## src/rtl/branch_flush_ctrl.sv

```systemverilog
// Branch resolution and hazard control: redirects the PC on taken branches,
// flushes the shadow instruction, and stalls one cycle on load-use hazards.
module branch_flush_ctrl (
    input  logic        clk,
    input  logic        reset,
    input  logic        ex_branch,
    input  logic [2:0]  ex_funct3,
    input  logic        ex_zero,
    input  logic [63:0] ex_a,
    input  logic [63:0] ex_b,
    input  logic [63:0] ex_target,
    input  logic        idex_mem_read,
    input  logic [4:0]  idex_rd,
    input  logic [4:0]  ifid_rs1,
    input  logic [4:0]  ifid_rs2,
    output logic        pc_src,
    output logic [63:0] pc_target,
    output logic        flush_ifid,
    output logic        flush_idex,
    output logic        stall_pc,
    output logic        stall_ifid,
    output logic        bubble_idex,
    output logic [15:0] branch_cnt,
    output logic [15:0] taken_cnt,
    output logic [1:0]  state
);

    typedef enum logic [1:0] {
        RUN     = 2'b00,
        FLUSH   = 2'b01,
        STALL   = 2'b10,
        ILLEGAL = 2'b11
    } state_t;

    state_t      st;
    logic        taken;
    logic        hazard;
    logic [15:0] bcnt;
    logic [15:0] tcnt;

    always_comb begin
        taken = 1'b0;
        if (ex_branch) begin
            case (ex_funct3)
                3'b011:  taken = ex_zero;
                3'b101:  taken = ~ex_zero;
                3'b111:  taken = (ex_a >= ex_b);
                default: taken = 1'b0;
            endcase
        end
    end

    always_comb begin
        hazard = idex_mem_read && (idex_rd != 5'd0) &&
                 ((idex_rd == ifid_rs1) || (idex_rd == ifid_rs2));
    end

    // Control outputs are registered together with the next state, so they
    // always reflect the current state register and never the live inputs.
    always_ff @(posedge clk or negedge reset) begin
        if (!reset) begin
            st          <= RUN;
            pc_src      <= 1'b0;
            pc_target   <= '0;
            flush_ifid  <= 1'b0;
            flush_idex  <= 1'b0;
            stall_pc    <= 1'b0;
            stall_ifid  <= 1'b0;
            bubble_idex <= 1'b0;
            bcnt        <= '0;
            tcnt        <= '0;
        end else begin
            pc_src      <= 1'b0;
            flush_ifid  <= 1'b0;
            flush_idex  <= 1'b0;
            stall_pc    <= 1'b0;
            stall_ifid  <= 1'b0;
            bubble_idex <= 1'b0;
            case (st)
                RUN: begin
                    if (taken) begin
                        st         <= FLUSH;
                        pc_target  <= ex_target;
                        pc_src     <= 1'b1;
                        flush_ifid <= 1'b1;
                        flush_idex <= 1'b1;
                    end else if (hazard) begin
                        st          <= STALL;
                        stall_pc    <= 1'b1;
                        stall_ifid  <= 1'b1;
                        bubble_idex <= 1'b1;
                    end else begin
                        st <= RUN;
                    end
                    if (ex_branch)
                        bcnt <= (bcnt == '1) ? bcnt : bcnt + 16'd1;
                    if (taken)
                        tcnt <= (tcnt == '1) ? tcnt : tcnt + 16'd1;
                end
                default: st <= RUN;
            endcase
        end
    end

    assign branch_cnt = bcnt;
    assign taken_cnt  = tcnt;
    assign state      = st;

endmodule
```

## config.mk

```make
export PLATFORM = sky130hd
export DESIGN_NAME = branch_flush_ctrl
export DESIGN_NICKNAME = d
export VERILOG_FILES = /design/src/rtl/branch_flush_ctrl.sv
export SDC_FILE = /design/constraint.sdc
export NUM_CORES = 1
export LEC_CHECK = 0
export ABC_AREA = 0
export ABC_CLOCK_PERIOD_IN_PS = 1800
export BUFFER_PORTS_ARGS = -buffer_cell sky130_fd_sc_hd__buf_4
export CORE_MARGIN = 3
export CORE_UTILIZATION = 41
export DETAILED_ROUTE_END_ITERATION = 8
export GPL_TIMING_DRIVEN = 0
export MAX_ROUTING_LAYER = met4
export PLACE_DENSITY = 0.87
export SLEW_MARGIN = 0
export SYNTH_ARGS = -nofsm -noshare
export SYNTH_HDL_FRONTEND = slang
export SYNTH_SLANG_ARGS = --single-unit
```

## constraint.sdc

```tcl
create_clock -name clk -period 1.8 [get_ports clk]
set_input_delay 0.54 -clock clk [delete_from_list [all_inputs] [get_ports clk]]
set_output_delay 0.54 -clock clk [all_outputs]
set_load 0.01 [all_outputs]
```

# Word-level counts from Yosys, hierarchy flattened
# Cells that the tools add are included.
# word_totals
reg_bits	100
mem_bits_ro	0
inputBits	215
memories	0
latch_bits	0
ram_bits	0
output_inout_bits	104
word_cells	37
# classes
bitwise	3
n_mul	0
div_mod_pow	0
mux	10
shift	0
magnitude_cmp	1
n_addsub	2
n_reduce_logical	8
n_eq_ne	7
# op_table
cell	count
>= comparator 64 bit	1
adder 16 x 1 -> 16 bit (second input constant)	2
equality test 16 bit (second input constant)	2
equality test 5 bit	2
equality test 3 bit (second input constant)	2
2-to-1 mux 1 bit	6
2-to-1 mux 2 bit	3
AND reduction 3 bit	2
nonzero test 5 bit	1
equality test 3 x 2 -> 1 bit (second input constant)	1
inverter 1 bit	3
one-hot mux 1 bit (3 select lines)	1
logical AND 1 bit	2
zero test 2 bit	1
AND reduction 2 bit	1
logical OR 1 bit	1

# Longest topological paths before layout
# logic_depth
depth_word	6
depth_mapped	11
mapped_depth_nobuf	10

# Worst setup path after synthesis
# No wires, ideal clock.
# synth_timing
path_type	input port to flip-flop
startpoint	input ex_b[9]
endpoint	register tcnt[1] (netlist: taken_cnt[1])
setup_time_ns	0.128
required_time_ns	1.672
n_path_buf	1
arrival_time_ns	3.114
slack_ns	-1.441
cell_stages	11
cell_sequence	inv_1 ha_1 a21o_1 a221o_1 a221o_1 o311a_1 o31ai_1 a2111oi_4 buf_2 nand2_1 mux2_1
# synth_via
elab_chain_cells	4
# synth_lines
item	line_no	text
start: declaration	10	input logic [63:0] ex_b,
>= comparator 64 bit	47	3'b111: taken = (ex_a >= ex_b);
one-hot mux 1 bit (3 select lines)	44	case (ex_funct3)
2-to-1 mux 1 bit	43	if (ex_branch) begin
AND reduction 3 bit (no source line)	n/a	
end signal: assignment	98	tcnt <= (tcnt == '1) ? tcnt : tcnt + 16'd1;
end: declaration	39	logic [15:0] tcnt;
# Every way passes these cells.
# A chain may end at the register's enable or synchronous reset.

# Final worst setup path
# layout_timing
startpoint	input ex_a[11]
endpoint	register pc_target[52]
# layout_via
elab_chain_cells	4
# layout_lines
item	line_no	text
start: declaration	9	input logic [63:0] ex_a,
>= comparator 64 bit	47	
one-hot mux 1 bit (3 select lines)	44	
2-to-1 mux 1 bit	43	
AND reduction 2 bit (no source line)	n/a	
end signal: assignment	83	pc_target <= ex_target;
end: declaration	17	output logic [63:0] pc_target,
# Every way passes these cells.

==> results.sh <==
export IMPL_async_flop_share_pct=100
export IMPL_slew_at_the_pin_closest_to_its_max_slew_limit_ns=1.23
export IMPL_yosysMostFrequentCell="sky130_fd_sc_hd__dfrtp_1"
export IMPL_route_detailed_wl_per_inst_um=17.7
export IMPL_tritoncts="built"
export IMPL_global_route_wire_length_before_repair_um=25500
export IMPL_hp_class="input pin to flop"
export IMPL_total_via_count_in_the_routed_design=5269
export IMPL_cts_hold_buf=0
export IMPL_cpMaxStageDelayCell="sky130_fd_sc_hd__o311a_1"
export IMPL_drt_first_pass_iters=4
export IMPL_clock_latency_at_the_later_pin_of_the_worst_skew_pair_ns=0.34
export IMPL_synthCells=518
export IMPL_initial_utilization_pct=42.4
export IMPL_insertedDiodeCount=0
export IMPL_worstPathCellList="buf_6 -> ha_4 -> and2_4 -> a221o_1 -> a221o_1 -> o311a_1 -> o31ai_4 -> a2111oi_4 -> buf_6 -> buf_4 -> clkbuf_16 -> mux2_2"
export IMPL_critPathMaxFanout=8
export IMPL_yosysWarnings=0
export IMPL_yosys_area_top_type_share_pct=43.2
export IMPL_die_area_sq_um=15300
export IMPL_gr_usage_all_layers_pct=22.0
export IMPL_globalplace_congestion=0.829
export IMPL_final_instance_count_excl_fill=1053
export IMPL_fill_cells=1004
export IMPL_dominantRegCellSynth="sky130_fd_sc_hd__dfrtp_1"
export IMPL_timing_critical_path_to_type="flop"
export IMPL_synthToLayoutAreaGrowth_pct=63.1
export IMPL_timing_worst_setup_path_type="input pin to flop"
export IMPL_antenna_left=0
export IMPL_cts_htree_levels=3
export IMPL_pin_count_of_the_biggest_net_entering_global_routing=99
export IMPL_final_max_slew_viol_count=0
export IMPL_drive_gt1_share_pct=55.5
export IMPL_worst_ep_required_time_ns=2.03
export IMPL_clockBufferDepth=2
export IMPL_ys_seq_area_share_pct=43.2
export IMPL_setup_violations_final=87
export IMPL_post_route_clock_period_utilization_pct=167
export IMPL_register_area_sq_um=2460
export IMPL_final_util_pct=69.1
export IMPL_maxUsedRoutingLayer="met4"
export IMPL_family_with_the_most_delay_on_the_worst_path="compound AO/OA/AOI/OAI gates"
export IMPL_globalRoute_totalOverflow=0
export IMPL_die_height_um=124
export IMPL_routed_wl_met3_um=1550
export IMPL_met2_length_um=9910
export IMPL_hpwlAfterDp_um=14200
export IMPL_grt_antenna_before_repair=0
export IMPL_max_vdd_ir_drop_mv=0.860
export IMPL_cts_clk_slew_worst_paths_ns=0.07
export IMPL_rows=42
export IMPL_synth_cell_area_sq_um=5680
export IMPL_ioPinCount=319
export IMPL_power_static_leakage_uw=0.00482
export IMPL_cell_accounting_for_the_most_synthesized_area="sky130_fd_sc_hd__dfrtp_1"
export IMPL_dieWidth_um=124
export IMPL_placement_stage_worst_setup_slack_ns=-1.79
export IMPL_finalWorstSetupSlack_ns=-1.21
export IMPL_power_per_cell_area_nw_per_um2=893
export IMPL_failed_checks="setup timing"
export IMPL_final_critical_delay_including_setup_and_external_delays_ns=3.01
export IMPL_cts_buffers=9
export IMPL_cp_num_buf_inv=4
export IMPL_clock_root_buffer="sky130_fd_sc_hd__clkbuf_16"
export IMPL_crit_path_start_kind="input pin"
export IMPL_ys_types=38
export IMPL_max_stage_delay_ns=0.41
export IMPL_dp_cells=1012
export IMPL_numPortBuffers=318
export IMPL_outcome="finished, violations left"
export IMPL_slew_headroom_pct=17.7
export IMPL_met1_length_um=6730
export IMPL_setup_repair_after_global_routing_missed_its_margin="true"
export IMPL_leading_post_synthesis_cells_by_instance_count="sky130_fd_sc_hd__dfrtp_1, sky130_fd_sc_hd__inv_1, sky130_fd_sc_hd__ha_1, sky130_fd_sc_hd__mux2_2, sky130_fd_sc_hd__xnor2_1"
export IMPL_vias_per_cell=5.00
export IMPL_number_of_enable_type_register_cells_in_the_synthesized_netlist=0
export IMPL_finClkSkew_ns=0.00749
export IMPL_coreArea_sq_um=13400
export IMPL_maxClockFrequency_ghz=0.332
export IMPL_drtIter0Drc=171
export IMPL_synth_area_leaders="sky130_fd_sc_hd__dfrtp_1, sky130_fd_sc_hd__ha_1, sky130_fd_sc_hd__mux2_2, sky130_fd_sc_hd__xnor2_1, sky130_fd_sc_hd__inv_1"
export IMPL_final_hold_violation_count=0
export IMPL_routed_wl_um=18600
export IMPL_setup_tns_ns=-91.99
export IMPL_drt_drc_violations_left=0
export IMPL_nets=1153
export IMPL_multi_input_comb_area_sq_um=3130
export IMPL_postSynthAreaPerCell_sq_um=11.0
export IMPL_ys_ff_latch=98
export IMPL_clock_tree_sinks=98
export IMPL_cp_data_arrival_time_ns=3.23
export IMPL_p_total_uw=8270
export IMPL_via_count_of_the_first_global_routing_pass=5247
export IMPL_max_cap_violations=0
export IMPL_synth_fp_nets=799
-- worst paths after layout --
kind                               start       endpoint  slack, ns  cells past startpoint
setup / recovery                ex_a[11]  pc_target[52]      -1.21                     12
hold / removal             ex_target[56]  pc_target[56]       0.43                      2
setup reg to reg            taken_cnt[8]   taken_cnt[1]      -0.40                      7
hold reg to reg            branch_cnt[7]  branch_cnt[7]       0.50                      1
max in group asynchronous          reset  branch_cnt[4]       0.48                      1
min in group asynchronous          reset  pc_target[36]       0.44                      1
-- what timing repair did --
action                     CTS  global route
setup buffers                2            22
cloned                       0             3
pin swaps                    5            21
setup endpoints to repair   94            98
gates resized for setup     11            53
-- through the flow --
stage	area, sq um	hold WS (ns)
final	9260	0.427
after global routing	9260	0.417
after CTS	8820	0.418
after detailed placement	8430	0.487
after global placement	8430	0.481
after floorplan	5820	0.244
-- cell families after synthesis --
kind of cell	synth area share (%)
simple gates	10.5
flops	43.2
buf+inv	6.15
mux	13.5
fa+ha+maj	14.5
compound gates	6.13
xor+xnor	6.02
-- cell usage in the layout, fill, tap and decap left out, drive strengths merged, types with 2 or more instances in the layout --
cell type,Yosys,final
a221oi,2,2
a221o,2,2
buf,13,354
a21o,9,9
mux2,68,68
nand4,30,30
and3,12,12
and2,4,4
or3,2,2
inv,67,68
nor3,5,5
xnor2,31,31
xor2,8,8
bufinv,0,2
a21oi,22,22
nand2,21,21
nand3,16,16
dfrtp,98,98
o21ai,7,7
or4,2,2
nor4,2,2
clkinv,0,4
nor2,11,11
and4,4,4
clkbuf,5,16
a2111oi,2,2
ha,66,66
-- per-layer routing --
metal | vias up | global-route usage (%)
met1 | 2502 | 24.3
met5 | - | -
met4 | 0 | 6.99
li1 | 2519 | -
met3 | 25 | 4.86
met2 | 223 | 39.5
-- report_power, final --
group,switching [uW],internal (uW)
clock network,918,1250
registers,384,2720
logic,1260,1730
total,2560,5700
-- state kept, by name, summed over array words and instances (netlist names) --
register / flops
pc_target: 64
branch_cnt: 16
taken_cnt: 16
bubble_idex: 1
state: 1
-- layout make-up --
| type | instances | share of cell area [%] |
|---|---|---|
| multi-input combinational | 335 | 33.9 |
| timing repair buffer | 345 | 29.0 |
| sequential | 98 | 26.5 |
| inverter | 67 | 2.91 |
| clock buffer | 9 | 2.43 |
| tap | 176 | 2.38 |
| buffer | 16 | 1.62 |
| clock inverter | 7 | 1.23 |
No activity file was read; power rests on OpenSTA's default activity.
